==> src/rtl/mmio_led_pwm.sv <==
// Memory-mapped LED/PWM peripheral with glitch-free duty reload and a millisecond counter.
// Word-addressed register bank inside a 256-byte region; all outputs active-high.
module mmio_led_pwm #(
  parameter logic [31:0] BASE_ADDR  = 32'hFFFF_FF00,
  parameter int unsigned CLK_PER_MS = 12000
) (
  input  logic        clk,
  input  logic        reset,
  input  logic [31:0] addr,
  input  logic [31:0] wdata,
  input  logic        we,
  input  logic [3:0]  wmask,
  output logic        hit,
  output logic [31:0] rdata,
  output logic        led,
  output logic        red,
  output logic        green,
  output logic        blue
);

  localparam logic [5:0]  A_CTRL     = 6'h00;
  localparam logic [5:0]  A_DUTY_R   = 6'h01;
  localparam logic [5:0]  A_DUTY_G   = 6'h02;
  localparam logic [5:0]  A_DUTY_B   = 6'h03;
  localparam logic [5:0]  A_PRESCALE = 6'h04;
  localparam logic [5:0]  A_MILLIS   = 6'h05;
  localparam logic [5:0]  A_STATUS   = 6'h06;
  localparam logic [31:0] MS_LAST    = 32'(CLK_PER_MS - 1);

  logic [1:0]  ctrl;
  logic [7:0]  shadow_r, shadow_g, shadow_b;
  logic [7:0]  active_r, active_g, active_b;
  logic [15:0] prescale;
  logic        wrap;
  logic [15:0] pre_cnt;
  logic [7:0]  pwm_cnt;
  logic [31:0] ms_cnt;
  logic [31:0] millis;
  logic [5:0]  idx;
  logic        wr;
  logic        pwm_en;
  logic        tick;
  logic        period_end;
  logic        wrap_clr;
  logic [31:0] rd_mux;
  logic        unused_bits;

  assign hit         = (addr[31:8] == BASE_ADDR[31:8]);
  assign idx         = addr[7:2];
  assign wr          = we & hit;
  assign pwm_en      = ctrl[1];
  assign tick        = pwm_en & (pre_cnt >= prescale);
  assign period_end  = tick & (pwm_cnt == 8'hFF);
  assign wrap_clr    = wr & (idx == A_STATUS) & wmask[0] & wdata[0];
  assign unused_bits = ^{addr[1:0], wdata[31:16], wmask[3:2]};

  always_comb begin
    rd_mux = '0;
    case (idx)
      A_CTRL:     rd_mux = {30'd0, ctrl};
      A_DUTY_R:   rd_mux = {24'd0, shadow_r};
      A_DUTY_G:   rd_mux = {24'd0, shadow_g};
      A_DUTY_B:   rd_mux = {24'd0, shadow_b};
      A_PRESCALE: rd_mux = {16'd0, prescale};
      A_MILLIS:   rd_mux = millis;
      A_STATUS:   rd_mux = {31'd0, wrap};
      default:    rd_mux = '0;
    endcase
  end

  // Byte lanes that carry no implemented bits are simply dropped.
  always_ff @(posedge clk or negedge reset) begin
    if (!reset) begin
      ctrl     <= '0;
      shadow_r <= '0;
      shadow_g <= '0;
      shadow_b <= '0;
      prescale <= '0;
    end else if (wr) begin
      case (idx)
        A_CTRL:   if (wmask[0]) ctrl <= wdata[1:0];
        A_DUTY_R: if (wmask[0]) shadow_r <= wdata[7:0];
        A_DUTY_G: if (wmask[0]) shadow_g <= wdata[7:0];
        A_DUTY_B: if (wmask[0]) shadow_b <= wdata[7:0];
        A_PRESCALE: begin
          if (wmask[0]) prescale[7:0]  <= wdata[7:0];
          if (wmask[1]) prescale[15:8] <= wdata[15:8];
        end
        default: ;
      endcase
    end
  end

  always_ff @(posedge clk or negedge reset) begin
    if (!reset)          wrap <= 1'b0;
    else if (period_end) wrap <= 1'b1;
    else if (wrap_clr)   wrap <= 1'b0;
  end

  // Active duties only change at a period boundary, or freely while the PWM is idle.
  always_ff @(posedge clk or negedge reset) begin
    if (!reset) begin
      pre_cnt  <= '0;
      pwm_cnt  <= '0;
      active_r <= '0;
      active_g <= '0;
      active_b <= '0;
    end else if (!pwm_en) begin
      pre_cnt  <= '0;
      pwm_cnt  <= '0;
      active_r <= shadow_r;
      active_g <= shadow_g;
      active_b <= shadow_b;
    end else if (tick) begin
      pre_cnt <= '0;
      pwm_cnt <= pwm_cnt + 8'd1;
      if (period_end) begin
        active_r <= shadow_r;
        active_g <= shadow_g;
        active_b <= shadow_b;
      end
    end else begin
      pre_cnt <= pre_cnt + 16'd1;
    end
  end

  always_ff @(posedge clk or negedge reset) begin
    if (!reset) begin
      ms_cnt <= '0;
      millis <= '0;
    end else if (ms_cnt == MS_LAST) begin
      ms_cnt <= '0;
      millis <= millis + 32'd1;
    end else begin
      ms_cnt <= ms_cnt + 32'd1;
    end
  end

  always_ff @(posedge clk or negedge reset) begin
    if (!reset) begin
      rdata <= '0;
      led   <= 1'b0;
      red   <= 1'b0;
      green <= 1'b0;
      blue  <= 1'b0;
    end else begin
      rdata <= hit ? rd_mux : 32'd0;
      led   <= ctrl[0];
      red   <= pwm_en & (pwm_cnt < active_r);
      green <= pwm_en & (pwm_cnt < active_g);
      blue  <= pwm_en & (pwm_cnt < active_b);
    end
  end

endmodule

==> config.mk <==
export PLATFORM = sky130hd
export DESIGN_NAME = mmio_led_pwm
export DESIGN_NICKNAME = d
export VERILOG_FILES = /design/src/rtl/mmio_led_pwm.sv
export SDC_FILE = /design/constraint.sdc
export NUM_CORES = 1
export LEC_CHECK = 0
export CAP_MARGIN = 20
export CORE_UTILIZATION = 60
export DETAILED_ROUTE_END_ITERATION = 10
export GPL_TIMING_DRIVEN = 0
export PLACE_DENSITY = 0.94
export SLEW_MARGIN = 20
export SYNTH_ARGS = -nofsm -noshare
export SYNTH_HDL_FRONTEND = slang
export SYNTH_SLANG_ARGS = --single-unit
==> constraint.sdc <==
create_clock -name clk -period 4.7 [get_ports clk]
set_input_delay 0.94 -clock clk [delete_from_list [all_inputs] [get_ports clk]]
set_output_delay 0.94 -clock clk [all_outputs]
set_load 0.02 [all_outputs]
# Word-level counts from Yosys, hierarchy flattened
# Index checks and enable logic that the tools add are counted.
dict set report totals {
  latchBits 0
  elab_cells 74
  ff_bits 191
  mem_count 0
  mem_bits_ro 0
  mem_bits_rw 0
}
dict set report op_classes {
  n_shift 0
  bitwise_logic 9
  mux 18
  n_addsub 4
  magnitude_cmp 4
  n_mul 0
  n_reduce_logical 9
  n_eq_ne 11
  div 0
}
# op n
set ops {}
lappend ops {{$pmux W32 S7} 1}
lappend ops {{$mux W8} 11}
lappend ops {{$add A32 B1 Y32 const B} 2}
lappend ops {{$mux W32} 2}
lappend ops {{$eq A32 B14 Y1 const B} 1}
lappend ops {{$mux W16} 2}
lappend ops {{$eq A24 B24 Y1 const B} 1}
lappend ops {{$lt A8 B8 Y1} 3}
lappend ops {{$eq A6 B3 Y1 const B} 3}
lappend ops {{$reduce_and A3 Y1} 6}
lappend ops {{$add A16 B1 Y16 const B} 1}
lappend ops {{$ge A16 B16 Y1} 1}
lappend ops {{$eq A6 B2 Y1 const B} 2}
lappend ops {{$and A1 B1 Y1} 9}
lappend ops {{$add A8 B1 Y8 const B} 1}
lappend ops {{$eq A8 B8 Y1 const B} 1}
lappend ops {{$eq A6 B1 Y1 const B} 1}
lappend ops {{$logic_not A6 Y1} 1}
lappend ops {{$ne A2 B1 Y1 const B} 2}
lappend ops {{$mux W1} 2}
lappend ops {{$reduce_and A2 Y1} 1}
lappend ops {{$reduce_bool A2 Y1} 1}

# Logic depth before layout (Yosys ltp)
dict set report logic_depth {
  ltp_word 7
  mapped_depth 10
  ltp_nobuf 8
}

# Worst setup path after synthesis
# Ideal clock, no wire load.
dict set report synth_timing {
  path_type {input to output}
  startpoint {input port addr[28]}
  endpoint {output port hit}
  required_time_ns 3.760
  cell_stages 5
  path_buffers 2
  arrival_ns 2.278
  path_slack_ns 1.482
  cell_sequence {nand4_1 or4_1 nor3_2 buf_2 clkbuf_1}
}
dict set report synth_between {
  elab_chain_cells 1
}
# element line
set synth_rtl {}
lappend synth_rtl {{start: declaration} 9} ;# input logic [31:0] addr,
lappend synth_rtl {{$eq A24 B24 Y1} 48} ;# assign hit = (addr[31:8] == BASE_ADDR[31:8]);
lappend synth_rtl {{end: declaration} 13} ;# output logic hit,
# No other way between the ends.

# Final worst setup path
# Same ends and word-level chain as after synthesis.

==> results.toml <==
[clock_tree]
cts_max_path_buffers = 2
htreeDepth = 4
clockRootBuffer = "clkbuf_16"
cts_hold_buf = 0
cts_resized = 0
post_cts_buffers = 0
path_clk_slew_ns = 0.07
cts_tree = "yes"
cts_buffers = 17
cts.sinks = 191
clock_latency_ns = 0.44

[placement]
io_buffers = 87
place_inst = 1067
hpwl_um = 14100
place_congestion = 0.847

[timing]
setup_viol = 0
max_slew.worst_pin.slew_ns = 0.878
min_period_over_period_pct = 92.9
relSlewSlack_pct = 41.0
drv_slew = 0
rsz0062_at_grt = "false"
fmax_mhz = 229
hold_violations = 0
hold_ws_ns = 0.395
min_period_ns = 4.36
fin_skew_ns = 0.0127

[power]
p_leak_uw = 0.00496
swShare_pct = 23.5
power_density_nw_per_um2 = 292
clkPwrFrac_pct = 44.4
power_frac_comb_pct = 3.2
pwr-share-seq_pct = 52.4
ir_drop_mv = 0.270
intPower_uw = 2400
p_sw_uw = 737

[drt]
ant_nets = 0
dr_wl_met2_um = 10600
m1WireLength_um = 8800
viasPerCell = 6.19
drc = 0
firstDrtPassIters = 7
wl_per_cell_um = 19.4
top_layer_used = "met4"
vias = 6792
routed_wl_um = 21300
drt_iter0_drc = 547
met3_length_um = 1260

[global_route]
overflow = 0
grt_pass1_wl_um = 35400
grt_max_degree = 107
grt_pass1_vias = 6910
grt_usage_pct = 29.2
antenna_found_initial = 0

[synth]
synth-seq-area-share_pct = 52.9
ys.warnings.count = 0
synth_cell_types = 44
syn_area_sq_um = 9030
ys_ff_latch = 191
syn_avg_cell_area_sq_um = 11.4
synth_cells = 795
syn-num-nets = 907

[final_layout]
n_antenna_cell = 0
final_nets = 1013
syn2layout_area_growth_pct = 18.7
regArea_sq_um = 4780
multiInputGateArea_sq_um = 4000
instances_no_fill = 1098
drive_gt1_share_pct = 13.6
fill_cells = 841

[floorplanning]
initial_core_util_pct = 61.9
core_sq_um = 14600
rows = 44
io-pin-count = 108
dieHeight_um = 125
dieArea_sq_um = 15500
die_width_um = 125

[setup_path]
critPathMaxFanout = 19
cp-end-kind = "primary output"
crit_required_ns = 3.76
r2r_slack_ns = 1.68
worstSetupPathType = "input pin to primary output"
critPathLaunchType = "input pin"
worstPathArrival_ns = 3.42

[flow_run]
cap_violations = 0

[min_path]
hp-class = "flop to flop"

[outcome]
outcome = "completed"
==> Yosys cell counts <==
| master | count | area share [%] |
|---|---|---|
| o211ai_1 | 5 | 0.42 |
| a222oi_1 | 1 | 0.11 |
| nor2_2 | 2 | 0.14 |
| nand2_1 | 51 | 2.1 |
| nand2b_1 | 6 | 0.42 |
| xor2_1 | 34 | 3.3 |
| dfrtp_1 | 191 | 53 |
| mux4_2 | 2 | 0.50 |
| or4_1 | 1 | 0.083 |
| nor4_1 | 4 | 0.28 |
| clkbuf_1 | 17 | 0.71 |
| nor3_1 | 6 | 0.33 |
| nor3_2 | 3 | 0.33 |
| xnor2_1 | 43 | 4.2 |
| ha_1 | 41 | 5.7 |
| a21o_1 | 6 | 0.50 |
| o31ai_1 | 1 | 0.083 |
| o21ai_1 | 1 | 0.055 |
| and4_1 | 10 | 0.97 |
| buf_2 | 5 | 0.28 |
| a211oi_1 | 4 | 0.33 |
| a22o_1 | 8 | 0.78 |
| a22oi_1 | 15 | 1.2 |
| a221oi_2 | 1 | 0.17 |
| nor2_1 | 59 | 2.5 |
| or4b_1 | 1 | 0.11 |
| a31oi_1 | 1 | 0.069 |
| o22ai_1 | 1 | 0.069 |
| nor4_2 | 1 | 0.14 |
| a21boi_0 | 3 | 0.25 |
| nand4_2 | 1 | 0.14 |
| and4bb_2 | 1 | 0.14 |
| nand4_1 | 29 | 2.0 |
| a21oi_1 | 14 | 0.78 |
| a31o_2 | 1 | 0.097 |
| and3_1 | 38 | 2.6 |
| o21ai_0 | 12 | 0.66 |
| and2_1 | 10 | 0.69 |
| mux2i_1 | 2 | 0.22 |
| nand3_1 | 34 | 1.9 |
| mux2_2 | 73 | 9.1 |
| or3_1 | 3 | 0.21 |
| nor2b_1 | 9 | 0.62 |
| inv_1 | 44 | 1.8 |
==> worst paths after layout <==
check                                        start               endpoint  cells after the start
max                                       addr[28]                    hit                      6
min                            ctrl[0]$_DFFE_PN0P_          led$_DFF_PN0_                      0
max reg2reg                prescale[7]$_DFFE_PN0P_   pre_cnt[9]$_DFF_PN0_                     10
min reg2reg                    ctrl[0]$_DFFE_PN0P_          led$_DFF_PN0_                      0
max in group asynchronous                    reset    ctrl[0]$_DFFE_PN0P_                      2
min in group asynchronous                    reset  pre_cnt[10]$_DFF_PN0_                      1
==> metrics by stage <==
step                setup WS, ns  utilization (%)  TNS, ns  total power (uW)  instance area, sq um
floorplan                   1.48                -        0              1680                  9030
global placement           -4.79             69.5  -914.02              1770                 10100
detailed placement        0.0832             69.7        0              1770                 10200
CTS                       0.0546             73.5        0              3140                 10700
global route               0.233             73.5        0              3220                 10700
finish                     0.335             73.5        0              3130                 10700
==> logic make-up after synthesis <==
group                    after synthesis  synth area share, %
adder cells (fa/ha/maj)               41                 5.68
AND/OR/NAND/NOR                      269                 15.7
AO/OA/AOI/OAI                         74                 5.61
XOR/XNOR                              77                 7.47
multiplexers                          77                 9.82
flip-flops                           191                 52.9
buffers and inverters                 66                 2.81
==> layer usage <==
layer	track usage (%)	vias to the layer above
met5	0	-
met4	13.5	0
met3	5.93	54
met2	48.0	295
met1	37.1	3451
li1	-	2992
==> cell usage in the layout (no fill, tap or decap), types with 8 or more instances in the layout <==
master,instances
dfrtp_1,191
clkdlybuf4s50_1,86
mux2_2,73
nor2_1,59
nand2_1,51
inv_1,44
xnor2_1,43
ha_1,41
and3_1,38
nand3_1,34
xor2_1,34
nand4_1,29
clkbuf_16,17
clkbuf_1,16
a22oi_1,15
a21oi_1,14
o21ai_0,12
and4_1,10
and2_1,10
nor2b_1,9
a22o_1,8
inv_6,8
==> sequential cells by signal, summed over array words and instances (netlist names) <==
| register | count |
|---|---|
| pwm_cnt | 8 |
| shadow_r | 8 |
| active_b | 8 |
| led | 1 |
| active_g | 8 |
| shadow_g | 8 |
| millis | 32 |
| blue | 1 |
| ctrl | 2 |
| rdata | 32 |
| prescale | 16 |
| shadow_b | 8 |
| active_r | 8 |
| pre_cnt | 16 |
| wrap | 1 |
| green | 1 |
| red | 1 |
| ms_cnt | 32 |
==> power by group through the flow <==
stage | Sequential (uW) | Clock [uW] | Combinational, uW
after CTS | 1640 | 1400 | 99.8
after floorplan | 1670 | 0 | 9.38
final | 1640 | 1390 | 98.8
after global placement | 1680 | 0 | 93.3
after detailed placement | 1670 | 0 | 98.5
after global routing | 1640 | 1470 | 108
==> critical path: stages <==
cell and delay (ns):
clkdlybuf4s50_1 0.46, nand4_1 0.08, or4_1 0.55, nor3_2 0.33
buf_2 0.38, clkdlybuf4s50_1 0.67
==> cell type report <==
type / count / share of cell area [%]
repair buffers: 88 / 8.42
multi-input cells: 538 / 37.3
flip-flops and latches: 191 / 44.6
clock inverters: 14 / 1.13
plain buffers: 21 / 0.793
well taps: 184 / 2.15
inverters: 44 / 1.54
clock buffers: 18 / 4.10
Power figures use the tool's default switching activity.
